--- config.mk ---
export PLATFORM = sky130hd
export DESIGN_NAME = uart_tx_fifo_feeder
export DESIGN_NICKNAME = d
export VERILOG_FILES = /design/src/rtl/uart_tx_fifo_feeder.sv
export SDC_FILE = /design/constraint.sdc
export NUM_CORES = 1
export LEC_CHECK = 0
export ABC_AREA = 1
export BUFFER_PORTS_ARGS = -buffer_cell sky130_fd_sc_hd__buf_2
export CAP_MARGIN = 40
export CORE_MARGIN = 2
export CORE_UTILIZATION = 30
export DETAILED_ROUTE_END_ITERATION = 6
export GPL_TIMING_DRIVEN = 0
export PLACE_DENSITY_LB_ADDON = 0.08
export SLEW_MARGIN = 20
export SYNTH_ARGS = -nofsm -noshare
export SYNTH_HDL_FRONTEND = slang
export SYNTH_SLANG_ARGS = --single-unit
export TNS_END_PERCENT = 1
--- constraint.sdc ---
create_clock -name i_clk -period 2 [get_ports i_clk]
set_input_delay 0.1 -clock i_clk [delete_from_list [all_inputs] [get_ports i_clk]]
set_output_delay 0.1 -clock i_clk [all_outputs]
set_load 0.02 [all_outputs]
--- src/rtl/uart_tx_fifo_feeder.sv ---
// Byte FIFO plus launch FSM feeding a constant-baud UART transmitter.
// Bytes are popped one at a time and handed over via tx_start/tx_data/tx_idle/tx_done.
module uart_tx_fifo_feeder #(
  parameter int unsigned DEPTH      = 16,
  parameter int unsigned GAP_CYCLES = 0
) (
  input  logic                         i_clk,
  input  logic                         i_rst,
  input  logic                         i_wr_en,
  input  logic [7:0]                   i_wr_data,
  output logic                         o_full,
  output logic                         o_empty,
  output logic [$clog2(DEPTH+1)-1:0]   o_count,
  output logic                         o_overflow,
  output logic                         o_tx_start,
  output logic [7:0]                   o_tx_data,
  input  logic                         i_tx_idle,
  input  logic                         i_tx_done,
  output logic                         o_busy
);

  localparam int unsigned PW = $clog2(DEPTH);
  localparam int unsigned CW = $clog2(DEPTH + 1);
  localparam int unsigned GW = (GAP_CYCLES > 1) ? $clog2(GAP_CYCLES) : 1;

  typedef enum logic [1:0] {
    S_IDLE      = 2'd0,
    S_START     = 2'd1,
    S_WAIT_DONE = 2'd2,
    S_GAP       = 2'd3
  } state_t;

  logic [7:0]    r_mem [DEPTH];
  logic [PW-1:0] r_wr_ptr;
  logic [PW-1:0] r_rd_ptr;
  logic [CW-1:0] r_count;
  logic          r_full;
  logic          r_empty;
  logic          r_overflow;

  state_t        r_state;
  state_t        w_state_nxt;
  logic [GW-1:0] r_gap_cnt;
  logic [GW-1:0] w_gap_cnt_nxt;
  logic          r_tx_start;
  logic          w_tx_start_nxt;
  logic [7:0]    r_tx_data;
  logic [7:0]    w_tx_data_nxt;
  logic          r_busy;

  logic          w_push;
  logic          w_pop;
  logic [CW-1:0] w_count_nxt;

  // full is the registered flag, so a write while full is dropped even if a pop happens
  assign w_push = i_wr_en && !r_full;

  always_comb begin
    w_count_nxt = r_count;
    if (w_push && !w_pop) begin
      w_count_nxt = r_count + CW'(1);
    end else if (!w_push && w_pop) begin
      w_count_nxt = r_count - CW'(1);
    end
  end

  always_ff @(posedge i_clk) begin
    if (w_push) begin
      r_mem[r_wr_ptr] <= i_wr_data;
    end
  end

  always_ff @(posedge i_clk or posedge i_rst) begin
    if (i_rst) begin
      r_wr_ptr   <= '0;
      r_rd_ptr   <= '0;
      r_count    <= '0;
      r_full     <= 1'b0;
      r_empty    <= 1'b1;
      r_overflow <= 1'b0;
    end else begin
      if (w_push) begin
        r_wr_ptr <= r_wr_ptr + PW'(1);
      end
      if (w_pop) begin
        r_rd_ptr <= r_rd_ptr + PW'(1);
      end
      r_count    <= w_count_nxt;
      r_full     <= (w_count_nxt == CW'(DEPTH));
      r_empty    <= (w_count_nxt == '0);
      r_overflow <= i_wr_en && r_full;
    end
  end

  // Launch FSM: next state and registered-output next values
  always_comb begin
    w_state_nxt    = r_state;
    w_gap_cnt_nxt  = r_gap_cnt;
    w_pop          = 1'b0;
    w_tx_start_nxt = 1'b0;
    w_tx_data_nxt  = r_tx_data;
    case (r_state)
      S_IDLE: begin
        if (!r_empty && i_tx_idle) begin
          w_pop          = 1'b1;
          w_tx_data_nxt  = r_mem[r_rd_ptr];
          w_tx_start_nxt = 1'b1;
          w_state_nxt    = S_START;
        end
      end
      S_START: begin
        w_state_nxt = S_WAIT_DONE;
      end
      S_WAIT_DONE: begin
        if (i_tx_done) begin
          w_gap_cnt_nxt = '0;
          w_state_nxt   = (GAP_CYCLES > 0) ? S_GAP : S_IDLE;
        end
      end
      S_GAP: begin
        if (32'(r_gap_cnt) == GAP_CYCLES - 32'd1) begin
          w_state_nxt = S_IDLE;
        end else begin
          w_gap_cnt_nxt = r_gap_cnt + GW'(1);
        end
      end
      default: begin
        w_state_nxt = S_IDLE;
      end
    endcase
  end

  always_ff @(posedge i_clk or posedge i_rst) begin
    if (i_rst) begin
      r_state    <= S_IDLE;
      r_gap_cnt  <= '0;
      r_tx_start <= 1'b0;
      r_tx_data  <= 8'h00;
      r_busy     <= 1'b0;
    end else begin
      r_state    <= w_state_nxt;
      r_gap_cnt  <= w_gap_cnt_nxt;
      r_tx_start <= w_tx_start_nxt;
      r_tx_data  <= w_tx_data_nxt;
      r_busy     <= (w_state_nxt != S_IDLE);
    end
  end

  assign o_full     = r_full;
  assign o_empty    = r_empty;
  assign o_count    = r_count;
  assign o_overflow = r_overflow;
  assign o_tx_start = r_tx_start;
  assign o_tx_data  = r_tx_data;
  assign o_busy     = r_busy;

endmodule
==> flow_summary.toml, run 1 <==
[critical_path]
crit_required_ps = 2130
worstSetupStartpointType = "flip-flop"
crit_path_max_incr_delay_ps = 450
cp-end-kind = "flip-flop"
path_max_fanout = 10
critPathArrivalTime_ps = 2100
reg2reg_slack_ps = 30
critPathSlowestCell = "nor2_1"
path_buf_inv = 4
critPathTopFamily = "simple AND/OR/NAND/NOR gates"
worst-setup-path-type = "flip-flop to flip-flop"
worstSetupStartpoint = "o_full"
path_cells = "inv_2, nand2_4, inv_4, buf_6, nand2_1, nor2_1, buf_4"
r2r-start = "o_full"

[pwr]
swShare_pct = 27.6
p_comb_share_pct = 14.0
power_frac_seq_pct = 47.2
power_frac_clock_pct = 38.7
p_int_w = 0.00625
p_leak_nw = 2.95
ir_drop_uv = 528
cellPowerDensity_nw_per_um2 = 1120
switchingPower_w = 0.00238

[global_routing]
grt_pass1_wl_um = 26000
grt_pass1_vias = 4207
grt-ovfl-total = 0
grt_usage_pct = 15.9
antenna_found_initial = 1
grt_max_degree = 17

[synth]
yosysWarnings = 0
ys_ff_latch = 156
ys_seq_area_share_pct = 69.9
synth_cells = 560
netlist_area_um2 = 6500
avgSynthCellArea_um2 = 11.6
synth_top_flop_cell = "edfxtp_1"
synth_nets = 580
yosys.cell_types.count = 33
synthArstFlopShare_pct = 17.9
synth_edf_count = 128

[floorplan]
ios = 31
die_w_um = 151
start_util_pct = 30.8
die-area_um2 = 22900
core_um2 = 21200
rows = 53
chipHeight_um = 151

[clock_tree]
cts_tree = "yes"
cts_buffers = 17
cts.sinks = 156
cts_root_buf = "clkbuf_16"
ctsHtreeMaxLevel = 4
clock_latency_ps = 430
clockBufferDepth = 2
clk_pin_slew_ps = 70

[timing]
hold_ws_ps = 23.1
fmax_mhz = 507
min_period_over_period_pct = 98.6
drv_slew = 0
tns_ps = 0
setup_viol_count_final = 0
worst_pin_slew_ps = 658
slew_headroom_pct = 55.9
timing.final.crit_period_ps = 1970
finClkSkew_ps = 12.5
rsz0062_at_grt = "true"
hold_violations = 0

[hold_path]
hp-start = "i_wr_en"
hold_path_class = "primary input to flip-flop"

[place]
hpwlAfterDp_um = 11500
port_buffers = 30
gp_congestion = 0.784
dpl_cell_area_um2 = 7050

[status]
status = "completed"

[layout]
multi_input_area_um2 = 1720
nNetsFinal = 636
area_delta_synth_final_pct = 18.7
diodes = 0
drive_gt1_share_pct = 19.2
final_cell_area_um2 = 7720
final_util_pct = 36.5
fillers = 2104
seq_area_um2 = 4550

[drt]
vias = 4182
wl_met3_um = 610
postRouteAntennaNets = 0
wl_met1_um = 8200
highest_layer = "met4"
drc = 0
wl_um = 16900
post_drt_wl_per_cell_um = 18.7
drt_pass1_iterations = 5
routed_via_density = 4.63
drt_iter0_drc = 240
wl_met2_um = 7770

[job]
cap_violations = 0
==> metrics by stage <==
stage	total power [W]	std cells	setup slack (ps)
3_3_place_gp	0.00528	865	-105
3_5_place_dp	0.00533	869	-114
4_1_cts	0.00872	904	-87.3
5_1_grt	0.00904	904	-70.1
6_report	0.00862	904	29.0
2_1_floorplan	0.00488	560	321
==> cells by family after synthesis <==
group	Yosys count	synth area share (%)
fa+ha+maj	7	1.35
flops	156	69.9
buf+inv	54	4.17
xor+xnor	8	1.08
simple gates	234	15.1
compound gates	101	8.44
==> cell type report <==
| cell class | instances | area share, % |
|---|---|---|
| multi-input cells | 350 | 22.3 |
| inverters | 30 | 1.52 |
| flip-flops and latches | 156 | 58.9 |
| repair buffers | 37 | 2.98 |
| clock inverters | 15 | 2.40 |
| well taps | 275 | 4.46 |
| plain buffers | 24 | 1.99 |
| clock buffers | 17 | 5.51 |
==> cell usage after synthesis (3+ instances only) <==
cell type / count / area (um^2)
xor2_1: 7 / 61.3
o22ai_1: 16 / 100
buf_4: 7 / 52.6
nand2_1: 127 / 477
o21ai_1: 8 / 40.0
inv_1: 25 / 93.8
nor2_1: 71 / 267
o21ai_0: 44 / 220
buf_2: 11 / 55.1
buf_6: 3 / 33.8
nand2_4: 4 / 45.0
dfrtp_1: 27 / 676
a21oi_1: 24 / 120
edfxtp_1: 128 / 3840
nand2_2: 4 / 25.0
nand3_1: 20 / 100
a21boi_0: 6 / 45.0
ha_1: 7 / 87.6
==> worst reg2reg max path: stages, from the launching register on <==
cell and delay [ps]:
dfrtp_1 400, inv_2 70, nand2_4 80, inv_4 90
buf_6 140, nand2_1 200, nor2_1 450, buf_4 240
==> final timing paths <==
| check | end | cells after the start |
|---|---|---|
| min in group asynchronous | o_tx_data[3] | 3 |
| worst max-delay path | r_mem[3][0] | 7 |
| max in group asynchronous | o_empty | 4 |
| worst min-delay path | r_wr_ptr[0] | 3 |
| worst max register to register | r_mem[3][0] | 7 |
| worst min register to register | o_tx_data[2] | 2 |
==> layer usage <==
metal | up-vias | track usage (%)
li1 | 2045 | -
met1 | 2044 | 22.7
met2 | 75 | 24.2
met3 | 18 | 3.46
met4 | 0 | 5.28
met5 | - | 0
==> registers in the layout, summed over array words and instances, names as in the netlist <==
signal      cells
o_busy          1
o_count         5
o_empty         1
o_full          1
o_overflow      1
o_tx_data       8
o_tx_start      1
r_mem         128
r_rd_ptr        4
r_state         2
r_wr_ptr        4
==> cell usage in the layout, fill, tap and decap left out, types with 3 or more instances in the layout <==
cell type,netlist,final
nand3_1,20,20
o22ai_1,16,16
a21boi_0,6,6
ha_1,7,7
inv_6,0,6
nand2_1,127,127
dfrtp_1,27,27
buf_2,11,41
o21ai_1,8,8
buf_4,7,10
dlygate4sd3_1,0,3
buf_6,3,3
nor2_2,1,14
nor2_1,71,58
clkinvlp_4,0,5
nand2_2,4,4
o21ai_0,44,44
inv_1,25,25
bufinv_16,0,3
a21oi_1,24,24
edfxtp_1,128,128
nand2_4,4,4
clkbuf_16,0,17
xor2_1,7,7
==> power groups by stage <==
| stage | Clock [W] | Sequential [W] | Combinational [W] |
|---|---|---|---|
| finish | 0.00334 | 0.00407 | 0.00121 |
| global route | 0.00357 | 0.00412 | 0.00136 |
| CTS | 0.00342 | 0.00408 | 0.00122 |
| detailed placement | 0 | 0.00415 | 0.00118 |
| global placement | 0 | 0.00413 | 0.00114 |
| floorplan | 0 | 0.00418 | 0.000696 |
==> timing repair <==
item / in CTS / in global routing
cloned: 0 / 0
hold buffers: 3 / 0
endpoints found under the hold margin: 15 / 0
setup endpoints to repair: 88 / 36
buffers inserted: 0 / 0
gates resized for setup: 10 / 3
(Power assumes the default switching activity.)
==> run 2: changes to the inputs <==
--- a/config.mk
+++ b/config.mk
@@ -6,10 +6,11 @@
 export NUM_CORES = 1
 export LEC_CHECK = 0
 export ABC_AREA = 1
-export BUFFER_PORTS_ARGS = -buffer_cell sky130_fd_sc_hd__buf_2
+export BUFFER_PORTS_ARGS = -buffer_cell sky130_fd_sc_hd__buf_4
 export CAP_MARGIN = 40
 export CORE_MARGIN = 2
 export CORE_UTILIZATION = 30
+export CTS_CLUSTER_SIZE = 30
 export DETAILED_ROUTE_END_ITERATION = 6
 export GPL_TIMING_DRIVEN = 0
 export PLACE_DENSITY_LB_ADDON = 0.08
==> run 2 against run 1 <==
Effect of this change: register-to-register slack improved by 110 ps; via count decreased by 1.3%; sequential cell count unchanged; highest routed layer unchanged; final area increased by 1.4%; sequential power about the same; count of clock-buffer cells in the layout increased by 6; power increased by 2.7%; first-iteration DRC count increased by 12%.
==> flow_summary.toml, run 2 (synthesis gave the netlist of run 1 again) <==
[status]
status = "completed"

[critical_path]
critPathSlowestCell = "dfrtp_1"
crit_path_max_incr_delay_ps = 390
path_buf_inv = 3
crit_required_ps = 2350
path_max_fanout = 10
r2r-start = "r_rd_ptr[1]"
cp-end-kind = "flip-flop"
critPathArrivalTime_ps = 2220
cp_common_cell = "nand2_1"
worstSetupStartpoint = "r_rd_ptr[1]"
worstSetupStartpointType = "flip-flop"
reg2reg_slack_ps = 140
worst-setup-path-type = "flip-flop to flip-flop"
critPathTopFamily = "buffers and inverters"
path_cells = "buf_4, inv_4, buf_2, o21ai_1, o22ai_1, nand2_1, nand2_1, nand3_1, nand2_1"

[clock_tree]
clock_latency_ps = 420
ctsHtreeMaxLevel = 4
cts.sinks = 156
cts_root_buf = "clkbuf_16"
clk_pin_slew_ps = 70
clockBufferDepth = 2
cts_buffers = 17
cts_tree = "yes"

[timing]
fmax_mhz = 536
hold_ws_ps = 29.6
timing.final.crit_period_ps = 1860
finClkSkew_ps = 7.39
min_period_over_period_pct = 93.2
drv_slew = 0
hold_violations = 0
rsz0062_at_grt = "true"
worst_pin_slew_ps = 630
tns_ps = 0
slew_headroom_pct = 57.9
setup_viol_count_final = 0

[layout]
final_util_pct = 37.0
regMostFlops = "r_mem"
layout_common_cells = "128 x edfxtp_1, 127 x nand2_1, 58 x nor2_1, 44 x o21ai_0, 41 x buf_4"
multi_input_area_um2 = 1720
seq_area_um2 = 4550
drive_gt1_share_pct = 19.2
fin_cells = 905
diodes = 0
fillers = 2034
area_delta_synth_final_pct = 20.4
largest_register_ff_count = 128
final_common_cell = "edfxtp_1"
nNetsFinal = 637

[place]
dp_cells = 867
gp_congestion = 0.809
hpwlAfterDp_um = 11200
port_buffers = 30

[global_routing]
grt_max_degree = 29
grt_pass1_wl_um = 25200
grt_usage_pct = 15.5
grt-ovfl-total = 0
grt_pass1_vias = 4161
antenna_found_initial = 0

[drt]
drc = 0
wl_um = 16600
postRouteAntennaNets = 0
routed_via_density = 4.56
vias = 4127
drt_iter0_drc = 268
drt_pass1_iterations = 5
post_drt_wl_per_cell_um = 18.4

[hold_path]
hp-start = "i_wr_data[4]"
hold_path_class = "primary input to flip-flop"

[pwr]
p_leak_nw = 2.99
cellPowerDensity_nw_per_um2 = 1130
ir_drop_uv = 525

[floorplan]
die-area_um2 = 22900
chipHeight_um = 151
core_um2 = 21200
die_w_um = 151
ios = 31
rows = 53
start_util_pct = 30.8

[job]
cap_violations = 0
## run 2: cell type report
class / count / share of cell area (%)
clock buffers: 23 / 6.36
multi-input cells: 350 / 22.0
clock inverters: 9 / 2.00
well taps: 275 / 4.39
inverters: 30 / 1.50
repair buffers: 38 / 3.77
plain buffers: 24 / 1.97
flip-flops and latches: 156 / 58.0
## run 2: timing repair
| item | CTS | global route |
|---|---|---|
| hold buffers | 4 | 0 |
| gates cloned | 0 | 0 |
| setup endpoints to repair | 80 | 53 |
| resized for setup | 6 | 7 |
| endpoints found under the hold margin | 31 | 0 |
| buffers inserted | 0 | 0 |
## run 2: where the power goes
part / switching [W] / internal [W] / leakage (nW)
Combinational: 0.000841 / 0.000405 / 1.19
Clock: 0.00127 / 0.00226 / 0.312
Sequential: 0.000174 / 0.00390 / 1.49
Total: 0.00229 / 0.00656 / 2.99
## run 2: worst paths after layout
kind                                endpoint  cells past startpoint
worst max-delay path            o_tx_data[5]                      9
max in group asynchronous        r_wr_ptr[2]                      3
worst min register to register  o_tx_data[2]                      2
worst max register to register  o_tx_data[5]                      9
worst min-delay path            r_mem[11][4]                      1
min in group asynchronous             o_busy                      3
## run 2: worst reg2reg max path: stages (launching register included)
cell	delay, ps
dfrtp_1	390
buf_4	200
inv_4	140
buf_2	270
o21ai_1	110
o22ai_1	290
nand2_1	140
nand2_1	90
nand3_1	100
nand2_1	80
## run 2: per-layer routing
metal	global-route usage (%)	share of wire, %	vias to the layer above
met5	0	0	-
met3	3.07	2.7	12
met1	21.4	48	2024
met2	24.4	47	53
li1	-	-	2038
met4	5.19	1.6	0
## run 2: per-stage QoR
step                power [W]  setup slack (ps)  cell area (um^2)
finish                0.00885               136              7830
global route          0.00924             -45.5              7830
CTS                   0.00891             -88.6              7800
detailed placement    0.00535             -83.2              7090
global placement      0.00532             -90.1              7070
floorplan             0.00488               321              6500
==> run 3: changes to the inputs <==
--- a/config.mk
+++ b/config.mk
@@ -10,6 +10,7 @@
 export CAP_MARGIN = 40
 export CORE_MARGIN = 2
 export CORE_UTILIZATION = 30
+export CTS_BUF_LIST = sky130_fd_sc_hd__clkbuf_4 sky130_fd_sc_hd__clkbuf_8 sky130_fd_sc_hd__clkbuf_16
 export CTS_CLUSTER_SIZE = 30
 export DETAILED_ROUTE_END_ITERATION = 6
 export GPL_TIMING_DRIVEN = 0
==> run 3 against run 2 <==
Effect of this change: worst setup slack lost 4.2 ps; die area is the same; core utilization is essentially flat; clock skew is essentially flat; sequential share of layout area is essentially flat; wire length is essentially flat; power grew 0.16%; critical path depth shrank 3; global-route usage is the same; count of clock-buffer cells in the layout is the same; critical path type unchanged; largest power group unchanged.
==> flow_summary.toml, run 3 (synthesis gave the netlist of run 1 again) <==
[status]
status = "completed"

[timing]
worst_pin_slew_ps = 630
drv_slew = 0
rsz0062_at_grt = "true"
setup_viol_count_final = 0
hold_violations = 0
slew_headroom_pct = 57.9
finClkSkew_ps = 7.37
fmax_mhz = 535
min_period_over_period_pct = 93.4
timing.final.crit_period_ps = 1870

[layout]
layout_common_cells = "128 x edfxtp_1, 127 x nand2_1, 58 x nor2_1, 44 x o21ai_0, 41 x buf_4"
drive_gt1_share_pct = 19.4
final_common_cell = "edfxtp_1"
largest_register_ff_count = 128
diodes = 0
area_delta_synth_final_pct = 20.4
final_util_pct = 37.0
final_cell_area_um2 = 7840
regMostFlops = "r_mem"
nNetsFinal = 637

[job]
cap_violations = 0

[floorplan]
chipHeight_um = 151
die-area_um2 = 22900
rows = 53
die_w_um = 151
core_um2 = 21200
start_util_pct = 30.8
ios = 31

[clock_tree]
clk_pin_slew_ps = 70
cts_setup_buffers = 0
cts.sinks = 156
ctsHtreeMaxLevel = 4
clockBufferDepth = 2
cts_tree = "yes"
cts_buffers = 17
clock_latency_ps = 410
cts_root_buf = "clkbuf_16"

[critical_path]
crit_path_max_incr_delay_ps = 480
worstSetupStartpointType = "flip-flop"
path_max_fanout = 10
critPathSlowestCell = "nor2_2"
path_cells = "inv_2, nand2_4, inv_4, buf_6, nand2_1, nor2_2"
worst-setup-path-type = "flip-flop to flip-flop"
critPathArrivalTime_ps = 1920
reg2reg_slack_ps = 130
crit_required_ps = 2050
cp-end-kind = "flip-flop"
worstRegToRegCells = 6

[hold_path]
holdPathStages = 1
hold_path_class = "primary input to flip-flop"

[global_routing]
grt_pass1_vias = 4161
grt_max_degree = 29
grt_usage_pct = 15.5
grt-ovfl-total = 0
use_met3_pct = 3.07
antenna_found_initial = 0
grt-busiest-layer = "met2"
met2_usage_pct = 24.4
grt_pass1_wl_um = 25200
use_met1_pct = 21.4

[drt]
wl_um = 16600
postRouteAntennaNets = 0
post_drt_wl_per_cell_um = 18.4
vias = 4124
drt_pass1_iterations = 4
drc = 0
drt_iter0_drc = 267
routed_via_density = 4.56

[place]
port_buffers = 30
dpl_cell_area_um2 = 7090
hpwlAfterDp_um = 11200
gp_congestion = 0.809

[pwr]
ir_drop_uv = 524
cellPowerDensity_nw_per_um2 = 1130
p_leak_nw = 2.99
==> run 3: layout make-up <==
class                      instances  area (um^2)
fill                            2034        13300
buffer                            24          154
sequential                       156         4550
clock inverter                     9          156
tap                              275          344
clock buffer                      23          502
multi-input combinational        350         1720
timing repair buffer              38          295
inverter                          30          118
==> run 3: critical path: cells and delay by family, from the launching register on <==
kind	cells	cell delay [ps]
flops	1	400
buf+inv	3	300
simple gates	3	780
==> run 3: layer usage <==
metal | vias to the layer above | share of wire, %
li1 | 2039 | -
met1 | 2021 | 48
met2 | 52 | 47
met3 | 12 | 2.7
met4 | 0 | 1.6
met5 | - | 0
==> run 3: through the flow <==
step / std cells / total power (W) / hold slack (ps) / setup WS, ps / TNS (ps)
after floorplan: 560 / 0.00488 / 165 / 321 / 0
after global placement: 865 / 0.00532 / 318 / -90.1 / -3910
after detailed placement: 867 / 0.00535 / 223 / -83.2 / -3430
after CTS: 903 / 0.00892 / 19.6 / -88.6 / -1930
after global routing: 905 / 0.00926 / 38.3 / -45.5 / -45.5
final: 905 / 0.00887 / 31.0 / 131 / 0
==> run 3: where the power goes <==
part	switching (W)	total [W]	leakage [nW]	internal (W)
combinational	0.000842	0.00125	1.19	0.000405
clock	0.00127	0.00355	0.315	0.00227
sequential	0.000174	0.00407	1.49	0.00390
total	0.00229	0.00887	2.99	0.00658
==> run 3: final timing paths <==
check / from / to
setup reg to reg: o_full / r_mem[0][3]
max in group asynchronous: i_rst / r_wr_ptr[2]
setup / recovery: o_full / r_mem[0][3]
hold reg to reg: o_tx_data[2] / o_tx_data[2]
min in group asynchronous: i_rst / o_busy
hold / removal: i_wr_data[4] / r_mem[11][4]
==> run 3: repair_timing <==
action	in CTS	in global routing
setup endpoints to repair	80	53
gates resized for setup	6	7
hold endpoints to repair	31	0
hold buffers	4	0
cloned	0	0
